`src/rtl/ahb_sram_arbiter_pkg.sv`:
```
// Shared AHB constants and grant helpers for the two-master SRAM arbiter.
package ahb_sram_arbiter_pkg;

    localparam logic [1:0] HTRANS_IDLE   = 2'b00;
    localparam logic [1:0] HTRANS_NONSEQ = 2'b10;
    localparam logic [2:0] HBURST_SINGLE = 3'b000;
    localparam logic [1:0] HRESP_OKAY    = 2'b00;

    typedef enum logic [1:0] {
        GRANT_NONE = 2'b00,
        GRANT_M0   = 2'b01,
        GRANT_M1   = 2'b10
    } grant_t;

    // Picks between two requests of equal class; prefer_m1 settles a tie.
    function automatic grant_t pick_grant(input logic req0, input logic req1,
                                          input logic prefer_m1);
        if (req0 && req1)
            return prefer_m1 ? GRANT_M1 : GRANT_M0;
        else if (req0)
            return GRANT_M0;
        else if (req1)
            return GRANT_M1;
        else
            return GRANT_NONE;
    endfunction

endpackage

```
`src/rtl/ahb_arb_hold.sv`:
```
// Per-master hold stage: captures a losing address phase and muxes held/live
// control toward the slave.
module ahb_arb_hold
    import ahb_sram_arbiter_pkg::*;
#(
    parameter int AW = 32
) (
    input  logic          hclk,
    input  logic          hresetn,
    input  logic          capture,
    input  logic          grant_done,
    input  logic          hwrite,
    input  logic [2:0]    hsize,
    input  logic [2:0]    hburst,
    input  logic [1:0]    htrans,
    input  logic [AW-1:0] haddr,
    output logic          pend,
    output logic          src_hwrite,
    output logic [2:0]    src_hsize,
    output logic [2:0]    src_hburst,
    output logic [1:0]    src_htrans,
    output logic [AW-1:0] src_haddr
);

    logic          held_hwrite;
    logic [2:0]    held_hsize;
    logic [2:0]    held_hburst;
    logic [1:0]    held_htrans;
    logic [AW-1:0] held_haddr;

    // Capture only happens for a live request, so it never coincides with a release.
    always_ff @(posedge hclk or negedge hresetn) begin
        if (!hresetn) begin
            pend        <= 1'b0;
            held_hwrite <= 1'b0;
            held_hsize  <= 3'b000;
            held_hburst <= HBURST_SINGLE;
            held_htrans <= HTRANS_IDLE;
            held_haddr  <= '0;
        end else if (capture) begin
            pend        <= 1'b1;
            held_hwrite <= hwrite;
            held_hsize  <= hsize;
            held_hburst <= hburst;
            held_htrans <= htrans;
            held_haddr  <= haddr;
        end else if (grant_done) begin
            pend        <= 1'b0;
        end
    end

    assign src_hwrite = pend ? held_hwrite : hwrite;
    assign src_hsize  = pend ? held_hsize  : hsize;
    assign src_hburst = pend ? held_hburst : hburst;
    assign src_htrans = pend ? held_htrans : htrans;
    assign src_haddr  = pend ? held_haddr  : haddr;

endmodule

```
`src/rtl/ahb_sram_arbiter.sv`:
```
// Two-master AHB-Lite arbiter in front of one SRAM slave port.
// Define SRAM_ARB_RR_EN for round-robin tie breaking; default is m0-wins priority.
module ahb_sram_arbiter
    import ahb_sram_arbiter_pkg::*;
#(
    parameter int AW = 32,
    parameter int DW = 32
) (
    input  logic          hclk,
    input  logic          hresetn,
    input  logic          m0_hsel,
    input  logic          m0_hwrite,
    input  logic          m0_hready,
    input  logic [2:0]    m0_hsize,
    input  logic [2:0]    m0_hburst,
    input  logic [1:0]    m0_htrans,
    input  logic [AW-1:0] m0_haddr,
    input  logic [DW-1:0] m0_hwdata,
    output logic          m0_hreadyout,
    output logic [1:0]    m0_hresp,
    output logic [DW-1:0] m0_hrdata,
    input  logic          m1_hsel,
    input  logic          m1_hwrite,
    input  logic          m1_hready,
    input  logic [2:0]    m1_hsize,
    input  logic [2:0]    m1_hburst,
    input  logic [1:0]    m1_htrans,
    input  logic [AW-1:0] m1_haddr,
    input  logic [DW-1:0] m1_hwdata,
    output logic          m1_hreadyout,
    output logic [1:0]    m1_hresp,
    output logic [DW-1:0] m1_hrdata,
    output logic          s_hsel,
    output logic          s_hwrite,
    output logic          s_hready,
    output logic [2:0]    s_hsize,
    output logic [2:0]    s_hburst,
    output logic [1:0]    s_htrans,
    output logic [AW-1:0] s_haddr,
    output logic [DW-1:0] s_hwdata,
    input  logic          s_hreadyout,
    input  logic [1:0]    s_hresp,
    input  logic [DW-1:0] s_hrdata
);

    logic          pend0, pend1, live0, live1;
    logic          tie_pref, tie;
    grant_t        grant;
    logic          dv, own;
    logic          src0_hwrite, src1_hwrite;
    logic [2:0]    src0_hsize, src1_hsize, src0_hburst, src1_hburst;
    logic [1:0]    src0_htrans, src1_htrans;
    logic [AW-1:0] src0_haddr, src1_haddr;

    // Live requests are masked during reset so the slave sees no select while held in reset.
    assign live0 = hresetn & m0_hsel & m0_hready & m0_htrans[1] & ~pend0;
    assign live1 = hresetn & m1_hsel & m1_hready & m1_htrans[1] & ~pend1;

    assign grant = (pend0 | pend1) ? pick_grant(pend0, pend1, tie_pref)
                                   : pick_grant(live0, live1, tie_pref);
    assign tie   = (pend0 & pend1) | (~pend0 & ~pend1 & live0 & live1);

    ahb_arb_hold #(.AW(AW)) u_hold0 (
        .hclk       (hclk),
        .hresetn    (hresetn),
        .capture    (live0 & (~s_hreadyout | (grant != GRANT_M0))),
        .grant_done (pend0 & s_hreadyout & (grant == GRANT_M0)),
        .hwrite     (m0_hwrite),
        .hsize      (m0_hsize),
        .hburst     (m0_hburst),
        .htrans     (m0_htrans),
        .haddr      (m0_haddr),
        .pend       (pend0),
        .src_hwrite (src0_hwrite),
        .src_hsize  (src0_hsize),
        .src_hburst (src0_hburst),
        .src_htrans (src0_htrans),
        .src_haddr  (src0_haddr)
    );

    ahb_arb_hold #(.AW(AW)) u_hold1 (
        .hclk       (hclk),
        .hresetn    (hresetn),
        .capture    (live1 & (~s_hreadyout | (grant != GRANT_M1))),
        .grant_done (pend1 & s_hreadyout & (grant == GRANT_M1)),
        .hwrite     (m1_hwrite),
        .hsize      (m1_hsize),
        .hburst     (m1_hburst),
        .htrans     (m1_htrans),
        .haddr      (m1_haddr),
        .pend       (pend1),
        .src_hwrite (src1_hwrite),
        .src_hsize  (src1_hsize),
        .src_hburst (src1_hburst),
        .src_htrans (src1_htrans),
        .src_haddr  (src1_haddr)
    );

`ifdef SRAM_ARB_RR_EN
    logic rr;

    // The pointer moves to the tie loser, so the next tie goes the other way.
    always_ff @(posedge hclk or negedge hresetn) begin
        if (!hresetn)
            rr <= 1'b0;
        else if (s_hreadyout && tie)
            rr <= (grant != GRANT_M1);
    end

    assign tie_pref = rr;
`else
    assign tie_pref = 1'b0;
`endif

    // The data-phase owner only advances when the slave accepts an address phase.
    always_ff @(posedge hclk or negedge hresetn) begin
        if (!hresetn) begin
            dv  <= 1'b0;
            own <= 1'b0;
        end else if (s_hreadyout) begin
            dv  <= (grant != GRANT_NONE);
            own <= (grant == GRANT_M1);
        end
    end

    assign s_hsel   = live0 | live1 | pend0 | pend1;
    assign s_hready = s_hreadyout;
    assign s_hwrite = (grant == GRANT_M1) ? src1_hwrite : src0_hwrite;
    assign s_hsize  = (grant == GRANT_M1) ? src1_hsize  : src0_hsize;
    assign s_hburst = (grant == GRANT_M1) ? src1_hburst : src0_hburst;
    assign s_haddr  = (grant == GRANT_M1) ? src1_haddr  : src0_haddr;
    assign s_htrans = (grant == GRANT_M1) ? src1_htrans :
                      (grant == GRANT_M0) ? src0_htrans : HTRANS_IDLE;
    assign s_hwdata = own ? m1_hwdata : m0_hwdata;

    assign m0_hreadyout = pend0 ? 1'b0 : (dv & ~own) ? s_hreadyout : 1'b1;
    assign m1_hreadyout = pend1 ? 1'b0 : (dv &  own) ? s_hreadyout : 1'b1;
    assign m0_hresp     = (dv & ~own) ? s_hresp : HRESP_OKAY;
    assign m1_hresp     = (dv &  own) ? s_hresp : HRESP_OKAY;
    assign m0_hrdata    = s_hrdata;
    assign m1_hrdata    = s_hrdata;

endmodule

```
`config.mk`:
```
export PLATFORM = sky130hd
export DESIGN_NAME = ahb_sram_arbiter
export DESIGN_NICKNAME = d
export VERILOG_FILES = /design/src/rtl/ahb_sram_arbiter_pkg.sv /design/src/rtl/ahb_arb_hold.sv /design/src/rtl/ahb_sram_arbiter.sv
export SDC_FILE = /design/constraint.sdc
export NUM_CORES = 1
export LEC_CHECK = 0
export BUFFER_PORTS_ARGS = -buffer_cell sky130_fd_sc_hd__buf_2
export CORE_ASPECT_RATIO = 0.9
export CORE_MARGIN = 5
export CORE_UTILIZATION = 40
export CTS_BUF_LIST = sky130_fd_sc_hd__clkbuf_16
export DETAILED_ROUTE_END_ITERATION = 12
export GPL_ROUTABILITY_DRIVEN = 0
export MAX_ROUTING_LAYER = met4
export PLACE_DENSITY_LB_ADDON = 0.1
export SYNTH_ARGS = -nofsm -noshare
export SYNTH_HDL_FRONTEND = slang
export SYNTH_SLANG_ARGS = --single-unit
```
`constraint.sdc`:
```
create_clock -name hclk -period 1.81 [get_ports hclk]
set_input_delay 0.2715 -clock hclk [delete_from_list [all_inputs] [get_ports hclk]]
set_output_delay 0.2715 -clock hclk [all_outputs]
set_load 0.005 [all_outputs]
```
==> reports/metrics.csv, run 1 <==
metric,value,unit
htree depth,3,
tool error,[ERROR DRT-0255] Maze Route cannot find path of net s_hrdata[29] in worker of routeBox ( 96600 96600 ) ( 136800 124120 ).,
"Primary FF master, synth",dfrtp_1,
register area share after synthesis,37.2,%
Initial Util,41.0,%
clock tree buffer depth,2,
initial antenna violation count,3,
Core Rows,41,
Mapped Area,5790,sq um
clk sinks,86,
CTS buffer count,9,
syn_nets,729,
die height,124,microns
syn_area_per_cell,10.7,sq um
worst_ep kind,primary output,
Root Buffer,clkbuf_16,
largest net degree at the start of global routing,60,
DP Wirelength,15000,microns
vias in the first global route,5059,
status,stopped before the end,
failing step,detailed routing (5_2_route),
asr flop ratio synth,100,%
Yosys cell types,28,
Yosys warnings,0,
synthesized instance count,542,
"EDFF count, synth",0,
Yosys reg bits,86,
Setup WS pre-CTS,-0.232,ns
Die W,137,microns
Top Ports,332,
grt total ovfl,0,
All-Layer GR Usage,23.2,%
Port Buffers,235,
post-GRT worst EP,s_haddr[14],
first-pass GRT wire length,28900,microns
cell usage after synthesis, types with 2 or more instances:
master     count  area (sq um)
mux2_2       147          1660
dfrtp_1       86          2150
buf_4         69           518
inv_1         42           158
nand2_1       41           154
o2111ai_1     39           342
o311ai_0      38           333
clkbuf_1      32           120
buf_2          9          45.0
mux2_1         6          67.6
a21oi_1        5          25.0
and3_1         4          25.0
a31oi_1        3          18.8
o311ai_1       3          26.3
and4_1         2          17.5
buf_1          2          7.51
nand2b_1       2          12.5
or2_2          2          12.5
per-stage QoR:
stage | area [sq um] | instances | hold slack (ns)
after floorplan | 5790 | 542 | -0.0241
after CTS | 7520 | 913 | 0.0383
after global routing | 8030 | 919 | 0.0629
after global placement | 6890 | 889 | 0.336
after detailed placement | 6890 | 889 | 0.338
per-layer routing:
metal  track usage, %
met1             27.2
met2             39.3
met3             6.62
met4             6.30
met5                -
what timing repair did:
action                                  in CTS  in global routing
setup buffers                                2                  2
endpoints found under the setup margin     122                123
gates resized for setup                     81                 88
pin swaps                                    1                 10
cloned                                       5                  1
hold endpoints to repair                     1                  0
hold buffers                                 1                  0
cells by family after synthesis:
group | Yosys count | share of synthesized area (%)
compound gates | 94 | 13.9
mux | 153 | 29.8
flops | 86 | 37.2
simple gates | 54 | 4.41
buf+inv | 155 | 14.7
==> inputs of run 2 (changes only) <==
CORE_ASPECT_RATIO = unset   (was 0.9)
CORE_UTILIZATION = 25   (was 40)
CTS_BUF_LIST = unset   (was sky130_fd_sc_hd__clkbuf_16)
MAX_ROUTING_LAYER = unset   (was met4)
PLACE_DENSITY_LB_ADDON = 0.15   (was 0.1)
==> run 2 against run 1 <==
The flow now finishes, with violations (setup timing). Global-route usage fell by 7.3 points. Synthesized cell count did not move. Area after synthesis did not move.
==> reports/metrics.csv, run 2 <==
metric,value,unit,change
status,"finished, violations left",,was stopped before the end
failing checks,setup timing,,
Final Hold Fails,0,,
clock tree buffer depth,2,,unchanged
CTS tree,built,,
Initial DRC Count,181,,
htree depth,3,,unchanged
worst rel slew slack,28.9,%,
Initial Util,25.5,%,was 41.0%
Synth top area share,37.2,%,unchanged
Top Ports,332,,unchanged
min Tclk post-route,2.20,ns,
"Net count, final",909,,
All-Layer GR Usage,15.9,%,was 23.2%
ANT cells,0,,
vias per cell,4.93,,
CTS buffer count,9,,unchanged
register area share after synthesis,37.2,%,unchanged
first-pass GRT wire length,32100,microns,was 28900 microns
Fmax,455,MHz,
Yosys warnings,0,,unchanged
Port Buffers,235,,unchanged
DP Wirelength,17000,microns,was 15000 microns
RSZ-0062 raised after global routing,true,,
CP Capture Type,primary output,,
reg2reg path depth,6,,
Setup WS pre-CTS,-0.169,ns,was -0.232 ns
Multi-input gate area,3240,sq um,
Core Rows,55,,was 41
Worst-Skew Late Latency,0.35,ns,
total number of vias,4983,,
CP arrival,1.92,ns,
WL/cell,22.5,microns,
CP startpoint kind,register,,
PwrDens,793,nW/um^2,
synthesized instance count,542,,unchanged
drt first pass iters,4,,
flip-flop and latch area,2160,sq um,
CORE AREA,22700,sq um,
Worst Setup Path Type,reg -> out,,
final wirelength,22800,microns,
share of layout cells above drive strength 1,68.0,%,
"EDFF count, synth",0,,unchanged
CP Max Fanout,6,,
"most common cell after layout, fill and taps aside",buf_2,,
syn_nets,729,,unchanged
initial antenna violation count,6,,was 3
Syn-to-layout area delta,39.1,%,
Worst Hold Class,in -> reg,,
Setup Skew,0.00963,ns,
asr flop ratio synth,100,%,unchanged
"count leader, synth",mux2_2,,unchanged
setup TNS,-21.36,ns,
die footprint,26300,sq um,
Final setup viols,122,,
Final WS setup,-0.386,ns,
clk sinks,86,,unchanged
worst vdd ir,0.408,mV,
vias in the first global route,5312,,was 5059
slew of the pin with the lowest slew margin,1.07,ns,
main area contributors after synthesis,"dfrtp_1, mux2_2, buf_4",,unchanged
largest net degree at the start of global routing,78,,was 60
cell taking the most area after synthesis,dfrtp_1,,unchanged
# fillers,2301,,
Die W,162,microns,was 137 microns
grt total ovfl,0,,unchanged
Hold Path Cell Cnt,2,,
DRC viols,0,,
LEAKAGE,3.55,nW,
"commonest cells after routing, fill and taps aside","buf_2, mux2_2, dfrtp_1, inv_1, nand2_1",,
die height,162,microns,was 124 microns
Yosys reg bits,86,,unchanged
total of max-cap violations,0,,
clock transition at the registers of the reported paths,0.07,ns,
Top Registers,"u_hold0.held_haddr: 32 flops, u_hold1.held_haddr: 32 flops",,
final hold slack,0.150,ns,
final core occ,35.5,%,
Mapped Area,5790,sq um,unchanged
Final ANT Viol Nets,0,,
Yosys cell types,28,,unchanged
Post-synth top cells,"mux2_2, dfrtp_1, buf_4",,unchanged
"Data required, critical path",1.54,ns,
Root Buffer,clkbuf_16,,unchanged
Final Max Tran Viols,0,,
final period utilization,121,%,
syn_area_per_cell,10.7,sq um,unchanged
total power,6.39,mW,
"Primary FF master, synth",dfrtp_1,,unchanged
==> run 2: worst paths after layout <==
path	startpoint	to	slack, ns
worst max-delay path	u_hold1.pend$_DFFE_PN0P_	s_haddr[28]	-0.39
worst min-delay path	m1_haddr[26]	u_hold1.held_haddr[26]$_DFFE_PN0P_	0.15
worst max register to register	u_hold1.pend$_DFFE_PN0P_	u_hold1.held_haddr[17]$_DFFE_PN0P_	-0.18
worst min register to register	u_hold1.held_htrans[1]$_DFFE_PN0P_	u_hold1.held_htrans[1]$_DFFE_PN0P_	0.47
max in group asynchronous	hresetn	u_hold0.pend$_DFFE_PN0P_	0.80
min in group asynchronous	hresetn	u_hold1.held_haddr[23]$_DFFE_PN0P_	0.29
==> run 2: cell families after synthesis <==
kind of cell	after synthesis	synth area share [%]
buffers and inverters	155	14.7
AND/OR/NAND/NOR	54	4.41
AO/OA/AOI/OAI	94	13.9
multiplexers	153	29.8
flip-flops	86	37.2
==> run 2: area by class of cell <==
cell class                      count  area share (%)
Clock buffer                       12            3.06
Clock inverter                      3           0.559
Inverter                           43            2.04
Multi-Input combinational cell    301            40.3
Sequential cell                    86            26.8
Tap cell                          285            4.43
Timing Repair Buffer              281            22.8
==> run 2: layer usage <==
metal	share of wire, %	GRT usage [%]
met4	1.9	4.58
met2	54	30.3
met5	0.20	0
met3	6.6	4.16
met1	37	17.2
==> run 2: where the power goes <==
part	internal [mW]	switching, mW
clock network	1.10	0.790
registers	2.43	0.253
logic	1.04	0.775
==> run 2: critical path, stage by stage, from the launching register on <==
cell and delay [ns]:
dfrtp_4 0.53, o31a_4 0.46, buf_8 0.18, o311ai_4 0.24, buf_2 0.17
==> run 2: timing repair <==
action,in CTS,in global routing
gates resized for setup,77,60
hold buffers,2,0
cloned,3,7
buffers inserted,2,4
endpoints found under the setup margin,101,120
endpoints found under the hold margin,9,0
pin swaps,1,8
==> run 2: through the flow <==
stage / cells / instance area, sq um
floorplan: 542 / 5790
global placement: 978 / 6920
global route: 1011 / 8050
finish: 1011 / 8050
detailed placement: 978 / 6920
CTS: 1000 / 7520
Note: power is estimated with default switching activity, not from simulation.
==> inputs of run 3 (changes only) <==
CORE_UTILIZATION = 35   (was 25)
==> run 3 against run 2 <==
The run still ends with setup timing left. Worst hold slack improved by 0.0065 ns. Flip-flop and latch count unchanged. Combinational power barely moved. Die area down 27%. Clock-buffer cell count unchanged. Sequential power about the same. Clock skew is 0.0039 ns lower. Wire length down 0.88%. Utilization up 14 points. Register-to-register slack better by 0.06 ns. Via count increased by 2.3%. Largest cell class unchanged.
==> reports/metrics.csv, run 3 (same netlist as run 2, synthesis figures left out) <==
metric,value,unit,change
largest net degree at the start of global routing,69,,was 78
initial antenna violation count,9,,was 6
slew of the pin with the lowest slew margin,0.891,ns,was 1.07 ns
total number of vias,5098,,was 4983
"commonest cells after routing, fill and taps aside","buf_2, mux2_2, dfrtp_1, inv_1, nand2_1",,unchanged
Final Max Tran Viols,0,,unchanged
clock transition at the registers of the reported paths,0.06,ns,was 0.07 ns
CP Capture Type,primary output,,unchanged
DP Cell Count,919,,was 978
Setup Skew,0.00575,ns,was 0.00963 ns
Slowest cell on crit path,dfrtp_4,,unchanged
"most common cell after layout, fill and taps aside",buf_2,,unchanged
Fmax,461,MHz,was 455 MHz
Top Registers,"u_hold0.held_haddr: 32 flops, u_hold1.held_haddr: 32 flops",,unchanged
Core Rows,47,,was 55
Initial DRC Count,139,,was 181
clk sinks,86,,unchanged
failing checks,setup timing,,unchanged
# fillers,1521,,was 2301
CP top delay family,compound AO/OA/AOI/OAI gates,,unchanged
clock tree buffer depth,2,,unchanged
Port Buffers,235,,unchanged
worst rel slew slack,40.6,%,was 28.9%
All-Layer GR Usage,21.5,%,was 15.9%
Final Hold Fails,0,,unchanged
CORE AREA,16400,sq um,was 22700 sq um
Multi-input gate area,3240,sq um,about the same
RSZ-0062 raised after global routing,true,,unchanged
final period utilization,120,%,was 121%
die footprint,19200,sq um,was 26300 sq um
htree depth,3,,unchanged
Worst Setup Path Type,reg -> out,,unchanged
Worst-Skew Late Latency,0.35,ns,about the same
drt first pass iters,4,,unchanged
min Tclk post-route,2.17,ns,was 2.20 ns
CTS tree,built,,unchanged
crit-path max cell delay,0.51,ns,was 0.53 ns
grt total ovfl,0,,unchanged
Syn-to-layout area delta,39.5,%,was 39.1%
die height,139,microns,was 162 microns
flip-flop and latch area,2160,sq um,about the same
Final ANT Viol Nets,0,,unchanged
Setup WS pre-CTS,-0.245,ns,was -0.169 ns
CP Max Fanout,6,,unchanged
CTS buffer count,9,,unchanged
Worst Hold Class,in -> reg,,unchanged
Final setup viols,116,,was 122
final wirelength,22600,microns,was 22800 microns
Top Ports,332,,unchanged
status,"finished, violations left",,unchanged
worst vdd ir,0.405,mV,was 0.408 mV
Initial Util,35.3,%,was 25.5%
Post-Layout Cell Count,961,,was 1011
DP Wirelength,16700,microns,was 17000 microns
"Critical Path, Cell by Cell","a41o_4, o31a_4, buf_8, o311ai_4, buf_2",,"was o31a_4, buf_8, o311ai_4, buf_2"
Die W,139,microns,was 162 microns
"Net count, final",920,,was 909
first-pass GRT wire length,32300,microns,was 32100 microns
WL/cell,23.5,microns,was 22.5 microns
"Data required, critical path",1.54,ns,about the same
LEAKAGE,3.61,nW,was 3.55 nW
PwrDens,796,nW/um^2,was 793 nW/um^2
Root Buffer,clkbuf_16,,unchanged
total of max-cap violations,0,,unchanged
vias per cell,5.30,,was 4.93
CP arrival,1.90,ns,was 1.92 ns
CP startpoint kind,register,,unchanged
worst path bufs/invs,2,,unchanged
share of layout cells above drive strength 1,69.8,%,was 68.0%
Final WS setup,-0.360,ns,was -0.386 ns
DRC viols,0,,unchanged
vias in the first global route,5370,,was 5312
## run 3: stage by stage
step | instance area, sq um | power, mW | setup TNS (ns) | util, % | hold WS (ns)
floorplan | 5790 | 3.66 | 0 | - | -0.0241
global placement | 6920 | 4.21 | -2.57 | 42.2 | 0.299
detailed placement | 6920 | 4.28 | -3.86 | 42.2 | 0.297
CTS | 7650 | 6.39 | -15.01 | 46.6 | 0.140
global route | 8070 | 6.76 | -23.44 | 49.2 | 0.152
finish | 8070 | 6.42 | -17.63 | 49.2 | 0.156
## run 3: path summary, 6_finish.rpt
| kind | slack [ns] | cells after the start | endpoint | start |
|---|---|---|---|---|
| worst max register to register | -0.12 | 6 | u_hold1.held_haddr[18]$_DFFE_PN0P_ | u_hold1.pend$_DFFE_PN0P_ |
| max in group asynchronous | 0.87 | 3 | u_hold0.pend$_DFFE_PN0P_ | hresetn |
| worst min-delay path | 0.16 | 2 | u_hold0.held_haddr[12]$_DFFE_PN0P_ | m0_haddr[12] |
| worst max-delay path | -0.36 | 5 | s_haddr[29] | u_hold1.pend$_DFFE_PN0P_ |
| worst min register to register | 0.46 | 1 | u_hold1.held_htrans[1]$_DFFE_PN0P_ | u_hold1.held_htrans[1]$_DFFE_PN0P_ |
| min in group asynchronous | 0.26 | 2 | u_hold1.pend$_DFFE_PN0P_ | hresetn |
## run 3: routing by layer
| layer | up-vias | track usage, % | routed length [microns] |
|---|---|---|---|
| met5 | - | 0 | 21 |
| met4 | 4 | 5.82 | 512 |
| met3 | 46 | 7.86 | 1720 |
| met2 | 232 | 39.4 | 11800 |
| met1 | 2498 | 23.4 | 8530 |
| li1 | 2318 | - | - |
## run 3: where the power goes
group | switching [mW] | internal (mW) | leakage (nW)
combinational | 0.760 | 1.06 | 2.41
clock | 0.776 | 1.14 | 0.152
sequential | 0.256 | 2.43 | 1.05
## run 3: worst reg2reg max path, cell delays in order (launching register included)
cell       delay, ns
dfrtp_4         0.51
buf_4           0.16
buf_4           0.15
a311oi_4        0.30
buf_6           0.20
clkbuf_16       0.17
mux2_2          0.33
## run 3: repair_timing
item | CTS | global route
hold endpoints to repair | 18 | 0
setup buffers | 5 | 7
gates resized for setup | 93 | 44
setup endpoints to repair | 60 | 126
cloned | 3 | 7
pin swaps | 2 | 7
hold buffers | 2 | 0
## run 3: cell type report
| type | count | area share (%) |
|---|---|---|
| inverter | 43 | 2.05 |
| clock inverter | 4 | 0.558 |
| sequential | 86 | 26.7 |
| timing repair buffer | 292 | 23.8 |
| antenna | 3 | 0.0930 |
| clock buffer | 12 | 3.18 |
| multi-input combinational | 301 | 40.1 |
| tap | 220 | 3.41 |
